File: src/rtl/fetch_stage.sv
// Instruction-fetch stage with IF/ID register: owns the fetch PC, keeps at most one
// memory request in flight and parks a response that arrives during a stall in a skid entry.
module fetch_stage #(
  parameter logic [31:0] RESET_PC = 32'h0000_0000
) (
  input  logic        clk,
  input  logic        reset,
  output logic        imem_req,
  output logic [31:0] imem_addr,
  input  logic        imem_gnt,
  input  logic        imem_rvalid,
  input  logic [31:0] imem_rdata,
  input  logic        stall_d,
  input  logic        flush_d,
  input  logic        redirect,
  input  logic [31:0] redirect_pc,
  output logic [31:0] instr_d,
  output logic [31:0] pc_d,
  output logic [31:0] pcplus4_d,
  output logic        valid_d,
  output logic [6:0]  op_d,
  output logic [2:0]  funct3_d,
  output logic        funct7b5_d
);

  localparam logic [1:0]  IDLE = 2'd0;
  localparam logic [1:0]  WAIT = 2'd1;
  localparam logic [1:0]  DROP = 2'd2;
  localparam logic [31:0] NOP  = 32'h0000_0013;

  logic [1:0]  state;
  logic [31:0] pc_f;
  logic [31:0] req_pc;
  logic        buf_valid;
  logic [31:0] buf_instr;
  logic [31:0] buf_pc;
  logic        issue;
  logic        rsp_accept;

  // A new request may overlap the response of the previous one, but only when
  // that response can be consumed this cycle, so one request is ever in flight.
  assign imem_req   = !reset && !redirect && (!buf_valid || !stall_d) &&
                      (state == IDLE || (imem_rvalid && !stall_d));
  assign imem_addr  = pc_f;
  assign issue      = imem_req && imem_gnt;
  assign rsp_accept = (state == WAIT) && imem_rvalid && !redirect;

  // fetch control
  always_ff @(posedge clk or posedge reset) begin
    if (reset) begin
      state     <= IDLE;
      pc_f      <= RESET_PC;
      req_pc    <= RESET_PC;
      buf_valid <= 1'b0;
    end else if (redirect) begin
      pc_f      <= {redirect_pc[31:2], 2'b00};
      buf_valid <= 1'b0;
      state     <= (state == WAIT && !imem_rvalid) ? DROP : IDLE;
    end else begin
      if (issue) begin
        req_pc <= pc_f;
        pc_f   <= pc_f + 32'd4;
        state  <= WAIT;
      end else if (imem_req || imem_rvalid) begin
        state  <= IDLE;
      end
      if (rsp_accept && stall_d) begin
        buf_valid <= 1'b1;
      end else if (buf_valid && !stall_d && !flush_d) begin
        buf_valid <= 1'b0;
      end
    end
  end

  // skid payload
  always_ff @(posedge clk) begin
    if (rsp_accept && stall_d) begin
      buf_instr <= imem_rdata;
      buf_pc    <= req_pc;
    end
  end

  // IF/ID register
  always_ff @(posedge clk or posedge reset) begin
    if (reset) begin
      valid_d   <= 1'b0;
      instr_d   <= NOP;
      pc_d      <= 32'd0;
      pcplus4_d <= 32'd0;
    end else if (flush_d) begin
      valid_d   <= 1'b0;
      instr_d   <= NOP;
      pc_d      <= 32'd0;
      pcplus4_d <= 32'd0;
    end else if (stall_d) begin
      valid_d   <= valid_d;
    end else if (buf_valid) begin
      valid_d   <= 1'b1;
      instr_d   <= buf_instr;
      pc_d      <= buf_pc;
      pcplus4_d <= buf_pc + 32'd4;
    end else if (rsp_accept) begin
      valid_d   <= 1'b1;
      instr_d   <= imem_rdata;
      pc_d      <= req_pc;
      pcplus4_d <= req_pc + 32'd4;
    end else begin
      valid_d   <= 1'b0;
      instr_d   <= NOP;
      pc_d      <= 32'd0;
      pcplus4_d <= 32'd0;
    end
  end

  assign op_d       = instr_d[6:0];
  assign funct3_d   = instr_d[14:12];
  assign funct7b5_d = instr_d[30];

endmodule

File: config.mk
export PLATFORM = sky130hd
export DESIGN_NAME = fetch_stage
export DESIGN_NICKNAME = d
export VERILOG_FILES = /design/src/rtl/fetch_stage.sv
export SDC_FILE = /design/constraint.sdc
export NUM_CORES = 1
export LEC_CHECK = 0
export BUFFER_PORTS_ARGS = -buffer_cell sky130_fd_sc_hd__buf_2
export CAP_MARGIN = 15
export CORE_MARGIN = 3
export CORE_UTILIZATION = 50
export DETAILED_ROUTE_END_ITERATION = 12
export PLACE_DENSITY = 0.74
export SETUP_SLACK_MARGIN = 0.3
export SLEW_MARGIN = 20
export SYNTH_ARGS = -nofsm -noshare
export SYNTH_HDL_FRONTEND = slang
export SYNTH_SLANG_ARGS = --single-unit
File: constraint.sdc
create_clock -name clk -period 9.65 [get_ports clk]
set_clock_uncertainty 0.05 [all_clocks]
set_input_delay 1.93 -clock clk [delete_from_list [all_inputs] [get_ports clk]]
set_output_delay 1.93 -clock clk [all_outputs]
set_load 0.02 [all_outputs]
== Word level (Yosys, flattened, before mapping) ==
Index checks and enable logic that the tools add are counted.

* Add/subtract/negate cells: 3
* Eq/ne operators: 2
* Mux-type cells: 25
* Bitwise operators: 1
* Reduce and logical (&&, ||, !) cells: 25

{| class="wikitable"
|+ Operators by type and width
! operator !! number
|-
| 2-to-1 mux 32 bit || 14
|-
| adder 32 x 3 -> 32 bit (second input constant) || 3
|-
| logical AND 1 bit || 11
|-
| 2-to-1 mux 2 bit || 4
|-
| 2-to-1 mux 1 bit || 7
|-
| zero test 1 bit || 6
|-
| nonzero test 3 bit || 2
|-
| logical OR 1 bit || 3
|-
| == test 2 x 1 -> 1 bit (second input constant) || 1
|-
| zero test 2 bit || 1
|-
| inequality test 2 x 1 -> 1 bit (second input constant) || 1
|-
| AND reduction 2 bit || 1
|-
| nonzero test 2 bit || 1
|-
| NOT 1 bit || 1
|}

* Flip-flop bits (word level): 228
* Bits of input ports: 71
* Output and inout bits: 141

== Depth between registers and ports, before layout ==
* Word-level depth: 8
* Gate-level depth with buffers: 9
* Gate-level depth less buffers: 6

== Worst setup path after synthesis ==
Ideal clock, no wire load.

* Kind: input-to-output
* From: input port stall_d
* To: output port imem_req
* Data arrival time: 2.680 ns
* Data required time: 7.670 ns
* Setup slack: 4.990 ns
* Cell stages on the path: 3
* Path buffers: 1
* Cells stage by stage: buf_2 a211oi_1 o21a_1

* Cells in the longest elaborated chain, start to end: 4
* Elaborated cells between the ends (all ways): 6

{| class="wikitable"
|+ Ends and longest elaborated chain
! element !! RTL line !! source
|-
| start: declaration || 13 || <nowiki>input logic stall_d,</nowiki>
|-
| zero test 1 bit (*) || 42, 43 ||
|-
| logical OR 1 bit or logical AND 1 bit (tied branches) || 42, 43 ||
|-
| logical AND 1 bit or logical OR 1 bit (tied branches) || 42, 43 ||
|-
| logical AND 1 bit (*) || 42 || <nowiki>assign imem_req = !reset && !redirect && (!buf_valid || !stall_d) &&</nowiki>
|-
| end: declaration || 8 || <nowiki>output logic imem_req,</nowiki>
|}

Mark *: on every way between the ends. The rest lies on a longest branch, timed or not.

== Final worst setup path ==
Ends and elaborated chain as after synthesis.

==> results.md <==
- RR Endpoint: imem_addr[12]$_DFFE_PP0P_
- Largest family of logic cells by synthesized area: simple AND/OR/NAND/NOR gates
- Worst Hold Depth: 2
- Register area: 5796 sq um
- Hold crit path type: reg2reg
- DIE AREA: 22680 sq um
- Min cycle time layout: 5235 ps
- Worst-margin pin slew: 1026 ps
- Adder-Cell Fraction of Synth Area: 0.003591
- H-tree depth: 1
- Critical Path AT: 3260 ps
- IO Count: 212
- CTS tree: built
- Reg2Reg Depth: 7
- Fraction of layout cells with a size suffix above 1: 0.2305
- Unrepaired setup endpoints after global routing: false
- Share of the synthesized area in the top cell type: 0.3687
- Area contributors post-synth: dfrtp_1, edfxtp_1, nand2_1
- CP Launch Type: primary input
- First-pass GRT wire length: 44.30 mm
- Cell with the most instances after synthesis: nand2_1
- GP Congestion: 0.8831
- Root buffer cell: clkbuf_16
- Largest net degree at the start of global routing: 94
- Synth Cell Area: 10450 sq um
- Prevailing post-synth register cell: dfrtp_1
- CTS Buf Count: 24
- Fin util: 0.6073
- Crit path from: stall_d
- Dpl cells: 1432
- Syn Area/Cell: 10.23 sq um
- Global-route usage over all layers: 0.2436
- Fmax: 191.0 MHz
- Post-synth top cells: nand2_1, dfrtp_1, nor2_1, edfxtp_1
- Worst R2R Start: buf_valid$_DFFE_PP0P_
- Rows: 52
- Clock transition at path regs: 60 ps
- Setup crit end kind: output pin
- Clock Tree Buf Depth: 3
- Final HPWL DP: 18.52 mm
- Antenna cell count: 0
- Total grt overflow: 0
- Outcome: complete, no violations
- Clock Latency Late Sink: 510 ps
- Iter 0 DRT Violations: 559
- DR DRC count: 0
- Multi-input gate area: 4213 sq um
- Fin crit share: 0.5425
- Antenna violations before repair: 0
- Hold Startpoint: pc_d[16]$_DFFE_PP0P_
- Via count: 8679
- Initial core utilization: 0.5133
- Number of synthesized flops with an enable pin: 62
- Setup Buffers After CTS: 0
- Share of flip-flops with an asynchronous set or reset: 0.7169
- R2r setup slk: 6670 ps
- Post_cts resized: 0
- Crit Path Max Fanout: 48
- Wirelength per Cell: 18.81 um
- Die Height: 150.6 um
- Synthesis Warnings: 0
- Area grow syn2layout: 18.33%
- Number of global-route vias before repair: 8202
- Final setup violation count: 0
- Setup TNS: 0 ps
- Drt via density: 5.880
- Crit Path Category: in2out
- Rel. slew slack: 0.3158
- Final Hold Viols: 0
- Biggest area consumer among synthesized cells: dfrtp_1
- Yosys reg bits: 219
- # nets final: 1262
- Layout Cells excl Fill: 1476
- Simple-Gate Fraction of Synth Area: 0.2022
- Max-cap viol count: 0
- First-pass DRT Iterations: 7
- Post-synthesis instance total: 1022
- WP data required: 7670 ps
- Fill count: 1742
- Sequential area share after synthesis: 0.5543
- Fin. max-slew vios: 0
- Die width: 150.6 um
- Compound-gate portion of the synthesized area: 0.1284
- Max VDD drop: 0.1232 mV
- Final WL: 27.77 mm
- Clk sinks: 219
- Mux contribution to synthesized area: 0.02598
- WHS Endpoint: pc_d[16]$_DFFE_PP0P_
- Number of library cell types mapped by synthesis: 70
- Core area: 20360 sq um
- Lkg Pwr: 5.388 nW
- Antenna violation net count after detailed routing: 0
- PwrDens: 185.7 nW/um^2
- Synth Area in XOR/XNOR: 0.04190
- Port bufs: 207
- Hold_buf cts: 0
placed cells by master (no fill, tap or decap), drive strengths merged, types with 5 or more instances in the layout:
| cell type | synthesis | final |
|---|---|---|
| and2 | 6 | 6 |
| nand2 | 168 | 168 |
| xnor2 | 31 | 31 |
| a22oi | 10 | 10 |
| or4 | 8 | 8 |
| a21oi | 19 | 19 |
| inv | 17 | 17 |
| or3 | 7 | 7 |
| nand3 | 32 | 32 |
| and4 | 9 | 9 |
| nor2b | 5 | 5 |
| nand2b | 11 | 11 |
| a221o | 12 | 12 |
| buf | 30 | 219 |
| clkbuf | 50 | 37 |
| nor4 | 17 | 17 |
| xor2 | 19 | 19 |
| nand4 | 20 | 20 |
| nor3 | 61 | 61 |
| and3 | 6 | 6 |
| mux2i | 26 | 26 |
| a211oi | 9 | 9 |
| o211ai | 7 | 7 |
| dfrtp | 154 | 154 |
| a221oi | 39 | 39 |
| edfxtp | 62 | 62 |
| o21ai | 60 | 60 |
| nor2 | 77 | 77 |
| clkinv | 1 | 5 |
registers in the layout, indices dropped and copies added, names as in the netlist, 2 cells and up:
name,cells
buf_instr,32
buf_pc,30
imem_addr,30
instr_d,32
pc_d,31
pcplus4_d,30
req_pc,30
state,2
stage by stage:
| stage | total power [mW] | hold slack (ps) | cell area (sq um) | worst slack [ps] |
|---|---|---|---|---|
| finish | 2.296 | 425.8 | 12370 | 4415 |
| global route | 2.392 | 463.6 | 12370 | 4324 |
| CTS | 2.310 | 426.7 | 12370 | 4419 |
| detailed placement | 1.374 | 411.7 | 11540 | 4435 |
| global placement | 1.365 | 407.6 | 11540 | 4436 |
| floorplan | 1.264 | 397.6 | 10460 | 3440 |
worst max-delay path by stage:
| stage | depth (start not counted) | slack [ps] | endpoint |
|---|---|---|---|
| after global routing | 4 | 4320 | imem_req |
| after detailed placement | 4 | 4430 | imem_req |
| after CTS | 4 | 4420 | imem_req |
| final | 4 | 4410 | imem_req |
| after global placement | 4 | 4440 | imem_req |
| after floorplan | 1 | 3440 | buf_valid$_DFFE_PP0P_ |
layer usage:
metal / global-route usage / share of wire / wire length (um)
met5: 0 / 0 / 0
met2: 0.3761 / 0.45 / 12470
met3: 0.03462 / 0.087 / 2414
met1: 0.3651 / 0.44 / 12210
met4: 0.06301 / 0.024 / 671
kinds of logic after synthesis:
family	count (synthesis)
AO/OA/AOI/OAI	191
XOR/XNOR	50
adder cells (fa/ha/maj)	3
buffers and inverters	98
flip-flops	219
multiplexers	27
other	1
AND/OR/NAND/NOR	433
worst max-delay path: stages:
cell      delay, ps
buf_2           730
a211oi_1        260
o21a_1          180
buf_2           150
layout make-up:
cell class,count,area share
Clock buffer,37,0.05928
Clock inverter,7,0.007284
Inverter,18,0.005867
Multi-Input combinational cell,706,0.3406
Sequential cell,219,0.4686
Tap cell,270,0.02731
Timing Repair Buffer,219,0.09105
report_power, final:
group | leakage, nW | internal [mW] | total, mW | switching [mW]
clock network | 0.398 | 0.577 | 0.937 | 0.360
registers | 2.61 | 1.02 | 1.11 | 0.0884
logic | 2.37 | 0.0913 | 0.254 | 0.163
No activity file was read; power rests on OpenSTA's default activity.
